`src/rtl/audio_i2s_ctrl.sv`:
```
// I2S sequencer: fractional bit-clock generator, one-deep stereo holding register, MSB-first serializer.
// Optional saturating underrun counter enabled by defining AUDIO_I2S_UNDERRUN_CNT_EN.
module audio_i2s_ctrl #(
    parameter int CLK_HZ    = 32000000,
    parameter int SAMPLE_HZ = 48000
) (
    input  logic        clk32,
    input  logic        reset,
    input  logic [15:0] in_l,
    input  logic [15:0] in_r,
    input  logic        in_valid,
    output logic        in_ready,
    input  logic        mute,
    output logic        hp_bck,
    output logic        hp_ws,
    output logic        hp_din,
    output logic        pa_en,
    output logic        underrun,
    output logic [15:0] underrun_cnt
);

    localparam logic [27:0] INC  = 28'(64 * SAMPLE_HZ);
    localparam logic [27:0] CLKC = 28'(CLK_HZ);

    logic [26:0] acc;
    logic [27:0] acc_sum;
    logic [26:0] acc_wrap;
    logic        tick;
    logic        fall;
    logic        frame_start;
    logic [4:0]  slot;
    logic [4:0]  slot_next;
    logic [31:0] sh;
    logic [31:0] last;
    logic [31:0] hold;
    logic [31:0] load_src;
    logic        full;
    logic        have_data;
    logic        accept;

    function automatic logic ws_for_slot(input logic [4:0] s);
        return (s >= 5'd15) && (s <= 5'd30);
    endfunction

    always_comb begin
        acc_sum     = {1'b0, acc} + INC;
        acc_wrap    = 27'(acc_sum - CLKC);
        tick        = (acc_sum >= CLKC);
        fall        = tick & hp_bck;
        slot_next   = slot + 5'd1;
        frame_start = fall & (slot_next == 5'd0);
        have_data   = full | in_valid;
        // Holding register wins; an empty register with a live offer bypasses straight to the shifter.
        load_src    = full ? hold : (in_valid ? {in_l, in_r} : last);
        // A bypassed offer is consumed by the shifter, so it must not also land in the holding register.
        accept      = in_valid & ~full & ~frame_start;
    end

    assign in_ready = ~full;
    assign hp_din   = sh[31];

    always_ff @(posedge clk32 or posedge reset) begin
        if (reset) begin
            acc      <= '0;
            hp_bck   <= 1'b0;
            slot     <= 5'd31;
            hp_ws    <= 1'b0;
            sh       <= '0;
            last     <= '0;
            full     <= 1'b0;
            pa_en    <= 1'b0;
            underrun <= 1'b0;
        end else begin
            acc      <= tick ? acc_wrap : acc_sum[26:0];
            underrun <= frame_start & ~have_data;
            if (tick) begin
                hp_bck <= ~hp_bck;
            end
            if (fall) begin
                slot  <= slot_next;
                hp_ws <= ws_for_slot(slot_next);
                if (frame_start) begin
                    sh   <= mute ? '0 : load_src;
                    last <= load_src;
                    if (have_data) begin
                        pa_en <= 1'b1;
                    end
                end else begin
                    sh <= {sh[30:0], 1'b0};
                end
            end
            if (frame_start && full) begin
                full <= 1'b0;
            end else if (accept) begin
                full <= 1'b1;
            end
        end
    end

    // Payload only; its validity is carried by full.
    always_ff @(posedge clk32) begin
        if (accept) begin
            hold <= {in_l, in_r};
        end
    end

`ifdef AUDIO_I2S_UNDERRUN_CNT_EN
    function automatic logic [15:0] sat_inc(input logic [15:0] v);
        return (v == 16'hFFFF) ? v : v + 16'd1;
    endfunction

    always_ff @(posedge clk32 or posedge reset) begin
        if (reset) begin
            underrun_cnt <= '0;
        end else if (frame_start && !have_data) begin
            underrun_cnt <= sat_inc(underrun_cnt);
        end
    end
`else
    assign underrun_cnt = '0;
`endif

endmodule
```
`config.mk`:
```
export PLATFORM = sky130hd
export DESIGN_NAME = audio_i2s_ctrl
export DESIGN_NICKNAME = d
export VERILOG_FILES = /design/src/rtl/audio_i2s_ctrl.sv
export SDC_FILE = /design/constraint.sdc
export NUM_CORES = 1
export LEC_CHECK = 0
export ABC_AREA = 1
export BUFFER_PORTS_ARGS = -buffer_cell sky130_fd_sc_hd__buf_2
export CORE_MARGIN = 2
export CORE_UTILIZATION = 56
export CTS_BUF_LIST = sky130_fd_sc_hd__clkbuf_8
export DETAILED_ROUTE_END_ITERATION = 12
export HOLD_SLACK_MARGIN = 0.06
export PLACE_DENSITY = 0.79
export SETUP_SLACK_MARGIN = 0.15
export SYNTH_ARGS = -nofsm -noshare
export SYNTH_HDL_FRONTEND = slang
export SYNTH_SLANG_ARGS = --single-unit
```
`constraint.sdc`:
```
create_clock -name clk32 -period 2.8 [get_ports clk32]
set_input_delay 0.14 -clock clk32 [delete_from_list [all_inputs] [get_ports clk32]]
set_output_delay 0.14 -clock clk32 [all_outputs]
set_load 0.05 [all_outputs]
```
# After elaboration in Yosys (flattened, before gate mapping)
# Index checks and enable logic that the tools add are counted.
# Widths: inputs -> output; s select.
word_totals:
  register_bits: 133
  latch_bits: 0
  ram_bits: 0
  mem_bits_ro: 0
  in_bits: 36
  out_inout_bits: 22
  elab_cells: 39
  n_memories: 0
op_classes:
  addsub: 3
  multipliers: 0
  n_div: 0
  n_lt_le_gt_ge: 3
  n_eq_ne: 0
  shift: 0
  mux: 7
  bitwise: 10
  reduce_logical: 6
op_table:
  columns: ["cell", "n"]
  rows:
  - ["$mux 32", 4]
  - ["$add 27x22->28 const B", 1]
  - ["$ge 28x25->1 const B", 1]
  - ["$mux 27", 1]
  - ["$sub 27x25->27 const B", 1]
  - ["$add 5x1->5 const B", 1]
  - ["$and 1x1->1", 5]
  - ["$ge 5x4->1 const B", 1]
  - ["$le 5x5->1 const B", 1]
  - ["$logic_not 5->1", 1]
  - ["$not 1->1", 4]
  - ["$reduce_and 3->1", 1]
  - ["$logic_and 1x1->1", 2]
  - ["$mux 1", 2]
  - ["$reduce_and 2->1", 1]
  - ["$reduce_bool 2->1", 1]
  - ["$or 1x1->1", 1]

# Longest topological paths before layout
depth:
  word_depth: 8
  mapped_depth: 19
  mapped_depth_nobuf: 18

# Worst setup path after synthesis
# No wires, ideal clock.
synth_path:
  kind: "register to register"
  start: "register acc[13]"
  end: "register hold[0] (enable)"
  setup_time_ns: 0.387
  arrival_time_ns: 2.569
  required_time_ns: 2.413
  slack_ns: -0.155
  path_stages_with_launch: 18
  path_buffers: 1
  period_less_slack_ns: 2.955
  path_cell_list: "dfrtp_1 -> inv_1 -> ha_1 -> nand2_1 -> nand2_1 -> nand2_1 -> nand2_1 -> nand2_1 -> nor2_1 -> nand2_1 -> nand2_1 -> nand2_1 -> nand2_2 -> nand3_4 -> nand3_4 -> buf_6 -> nand2_1 -> inv_1"
synth_via:
  elab_chain_cells: 6
synth_lines:
  columns: ["item", "line_no", "text"]
  rows:
  - ["start: declaration", "25", "logic [26:0] acc;"]
  - ["start signal: assignment", "74", "acc <= tick ? acc_wrap : acc_sum[26:0];"]
  - ["$add 27x22->28", "46", "acc_sum = {1'b0, acc} + INC;"]
  - ["$ge 28x25->1", "48", "tick = (acc_sum >= CLKC);"]
  - ["$and 1x1->1", "49", "fall = tick & hp_bck;"]
  - ["$and 1x1->1", "51", "frame_start = fall & (slot_next == 5'd0);"]
  - ["$not 1->1", "56", "accept = in_valid & ~full & ~frame_start;"]
  - ["$and 1x1->1", "56", null]
  - ["net accept", "39", "logic accept;"]
  - ["end signal: assignment", "103", "hold <= {in_l, in_r};"]
  - ["end: declaration", "35", "logic [31:0] hold;"]
# The timed path passes the listed nets, and every way through them passes these cells.
# A chain may end at the register's enable or synchronous reset.

# Worst setup path in the final report
layout_path:
  start: "register acc[14]"
  end: "register hold[6] (enable)"
# Same word-level chain as after synthesis.

==> results.json <==
{
  "ir_worst_vdd_uv": 365,
  "antenna_found_initial": 0,
  "rsz0062_at_grt": "false",
  "avgSynthCellArea_um2": 8.23,
  "nFillCells": 854,
  "slew_headroom_pct": 32.8,
  "ys.flop_type": "dfrtp_1",
  "clock_path_buffers": 2,
  "dieArea_mm2": 0.0124,
  "fin_crit_ns": 2.52,
  "grt_max_degree": 48,
  "drt-pass1-iter-count": 6,
  "placed_cell_area_mm2": 0.00673,
  "die_w_um": 111,
  "skew_ns": 0.00933,
  "synth-seq-area-share_pct": 50.0,
  "areaGrowthSynthToFinish_pct": 20.9,
  "yosysUniqueCellTypes": 38,
  "num_io_pins": 58,
  "cts_tree": "built",
  "cp_max_fo": 8,
  "coreArea_mm2": 0.0113,
  "worst_ep_arrival_time_ns": 2.67,
  "cts_inserted_buffers": 17,
  "outcome": "complete, no violations",
  "drive_gt1_share_pct": 16.6,
  "r2r_slack_ns": 0.28,
  "r2r-start": "acc[14]",
  "die_h_um": 111,
  "grtUsageTotal_pct": 25.6,
  "syn_inst": 782,
  "final_area_mm2": 0.00778,
  "power_frac_seq_pct": 47.2,
  "antenna_cells": 0,
  "startpoint": "acc[14]",
  "place_inst": 941,
  "final_cell_mix": "224 x nand2_1, 91 x inv_1, 85 x dfrtp_1",
  "multiInputGateArea_mm2": 0.00266,
  "path_clk_slew_ns": 0.07,
  "layout_commonest_cell": "nand2_1",
  "wl_per_cell_um": 15.2,
  "ant_nets": 0,
  "cts_sinks": 122,
  "p_switching_uw": 826,
  "drt-total-wl_mm": 15.5,
  "grt_pass1_vias": 5568,
  "finalCritPeriodShare_pct": 89.9,
  "tns_ns": 0,
  "hold_slack_ns": 0.407,
  "cap_violations": 0,
  "hp-class": "input pin to asynchronous set/reset pin",
  "synth-seq-cells": 122,
  "crit_type": "flip-flop to flip-flop",
  "rows": 39,
  "fin_cells": 1020,
  "drt-vias-per-instance": 5.44,
  "p_int_uw": 3050,
  "synthArstFlopShare_pct": 73.8,
  "vias": 5551,
  "pwr-share-comb_pct": 4.3,
  "crit_path_end_kind": "flip-flop",
  "fmax_mhz": 397,
  "drc": 0,
  "clkPwrFrac_pct": 48.5,
  "dp_hpwl_mm": 9.35,
  "cts-root-buf": "clkbuf_8",
  "p_leak_uw": 0.00371,
  "start_util_pct": 56.9,
  "fin_util_pct": 68.8,
  "insertion_delay_ns": 0.44,
  "power_density_mw_per_mm2": 497,
  "cts_max_level": 4,
  "regArea_mm2": 0.00322,
  "worstReg2RegEnd": "hold[6]",
  "cp.required_ns": 2.95,
  "grt_pass1_wl_mm": 25.8,
  "gp_congestion": 0.912,
  "setup_viol": 0,
  "start_kind": "flip-flop",
  "switching_share_pct": 21.3,
  "yosys_warnings": 0,
  "synth_enable_flop_cells": 32,
  "reg2reg_depth": 14,
  "syn_area_mm2": 0.00644,
  "hold_viol": 0,
  "grt_overflow": 0,
  "io_buffers": 41,
  "slew_violations": 0,
  "nNetsFinal": 908,
  "drt_iter0_drc": 462,
  "worst_pin_slew_ns": 1.01
}
-- worst max-delay path: stages (launching register included) --
cell	delay, ns
dfrtp_1	0.38
inv_1	0.08
ha_4	0.18
xnor2_2	0.23
o21ai_1	0.14
nor2_1	0.15
nand2_1	0.08
nand2_2	0.09
nand2_1	0.09
nand2_2	0.11
nand3_4	0.12
nand3_4	0.11
nand2_4	0.06
clkinvlp_4	0.19
clkbuf_16	0.20
-- synth_stat cells, types with 3 or more instances --
library cell / n / area (um2)
a21oi_1: 40 / 200
a221oi_1: 3 / 26.3
buf_1: 5 / 18.8
buf_2: 11 / 55.1
buf_4: 20 / 150
buf_6: 5 / 56.3
clkbuf_1: 14 / 52.6
dfrtp_1: 85 / 2130
dfstp_2: 5 / 131
edfxtp_1: 32 / 961
ha_1: 8 / 100
inv_1: 94 / 353
inv_2: 4 / 15.0
nand2_1: 232 / 871
nand2_2: 8 / 50.1
nand3_1: 22 / 110
nand4_1: 33 / 206
nor2_1: 48 / 180
nor2_2: 7 / 43.8
o211ai_1: 29 / 218
o21ai_0: 11 / 55.1
o21ai_1: 28 / 140
o21bai_1: 4 / 30.0
xnor2_1: 5 / 43.8
xor2_1: 13 / 114
-- metrics by stage --
| stage | setup WS (ns) | power (uW) |
|---|---|---|
| 3_5_place_dp | 0.122 | 1990 |
| 5_1_grt | 0.116 | 3980 |
| 3_3_place_gp | 0.288 | 1990 |
| 6_report | 0.282 | 3870 |
| 2_1_floorplan | 0.144 | 1960 |
| 4_1_cts | 0.260 | 3880 |
-- worst max path at each step --
stage | to | cells past startpoint
4_1_cts | hold[15] | 17
3_3_place_gp | hold[9] | 14
6_report | hold[6] | 14
5_1_grt | last[12] | 17
3_5_place_dp | hold[15] | 14
2_1_floorplan | hold[0] | 16
-- area by class of cell --
class | count | share of cell area, %
Clock buffer | 18 | 3.18
Clock inverter | 14 | 2.91
Inverter | 101 | 5.18
Multi-Input combinational cell | 519 | 34.1
Sequential cell | 122 | 41.4
Tap cell | 143 | 2.30
Timing Repair Buffer | 103 | 10.9
-- power by group through the flow --
stage | Sequential (uW) | Combinational (uW) | Clock, uW
after floorplan | 1870 | 96.7 | 0
after global placement | 1860 | 127 | 0
after detailed placement | 1860 | 130 | 0
after CTS | 1830 | 166 | 1890
after global routing | 1830 | 183 | 1970
final | 1830 | 167 | 1880
-- layer usage --
metal	wire, um	track usage [%]	share of wire [%]	vias up
li1	-	-	-	2657
met1	6420	33.1	41	2633
met2	7780	42.4	50	224
met3	910	5.63	5.9	37
met4	389	9.38	2.5	0
met5	0	0	0	-
-- flip-flops by register name, indices dropped and copies added (netlist names) --
register  flops
acc          16
hp_bck        1
hold         32
underrun      1
pa_en         1
last         32
slot          5
sh           32
full          1
hp_ws         1
-- logic make-up after synthesis --
| group | count (synthesis) | synth area share, % |
|---|---|---|
| buffers and inverters | 156 | 11.1 |
| other | 1 | 0.0582 |
| xor gates and xnor gates | 18 | 2.45 |
| DFF | 122 | 50.0 |
| AOI/OAI and AO/OA | 119 | 10.9 |
| and+or+nand+nor | 358 | 23.9 |
| adders and majority gates | 8 | 1.55 |
-- repair_timing --
action | CTS | global route
hold buffers | 34 | 0
setup endpoints to repair | 37 | 90
buffers inserted | 3 | 7
pin swaps | 0 | 7
gates resized for setup | 1 | 22
hold endpoints to repair | 79 | 0
gates cloned | 0 | 3
No activity file was read; power rests on OpenSTA's default activity.
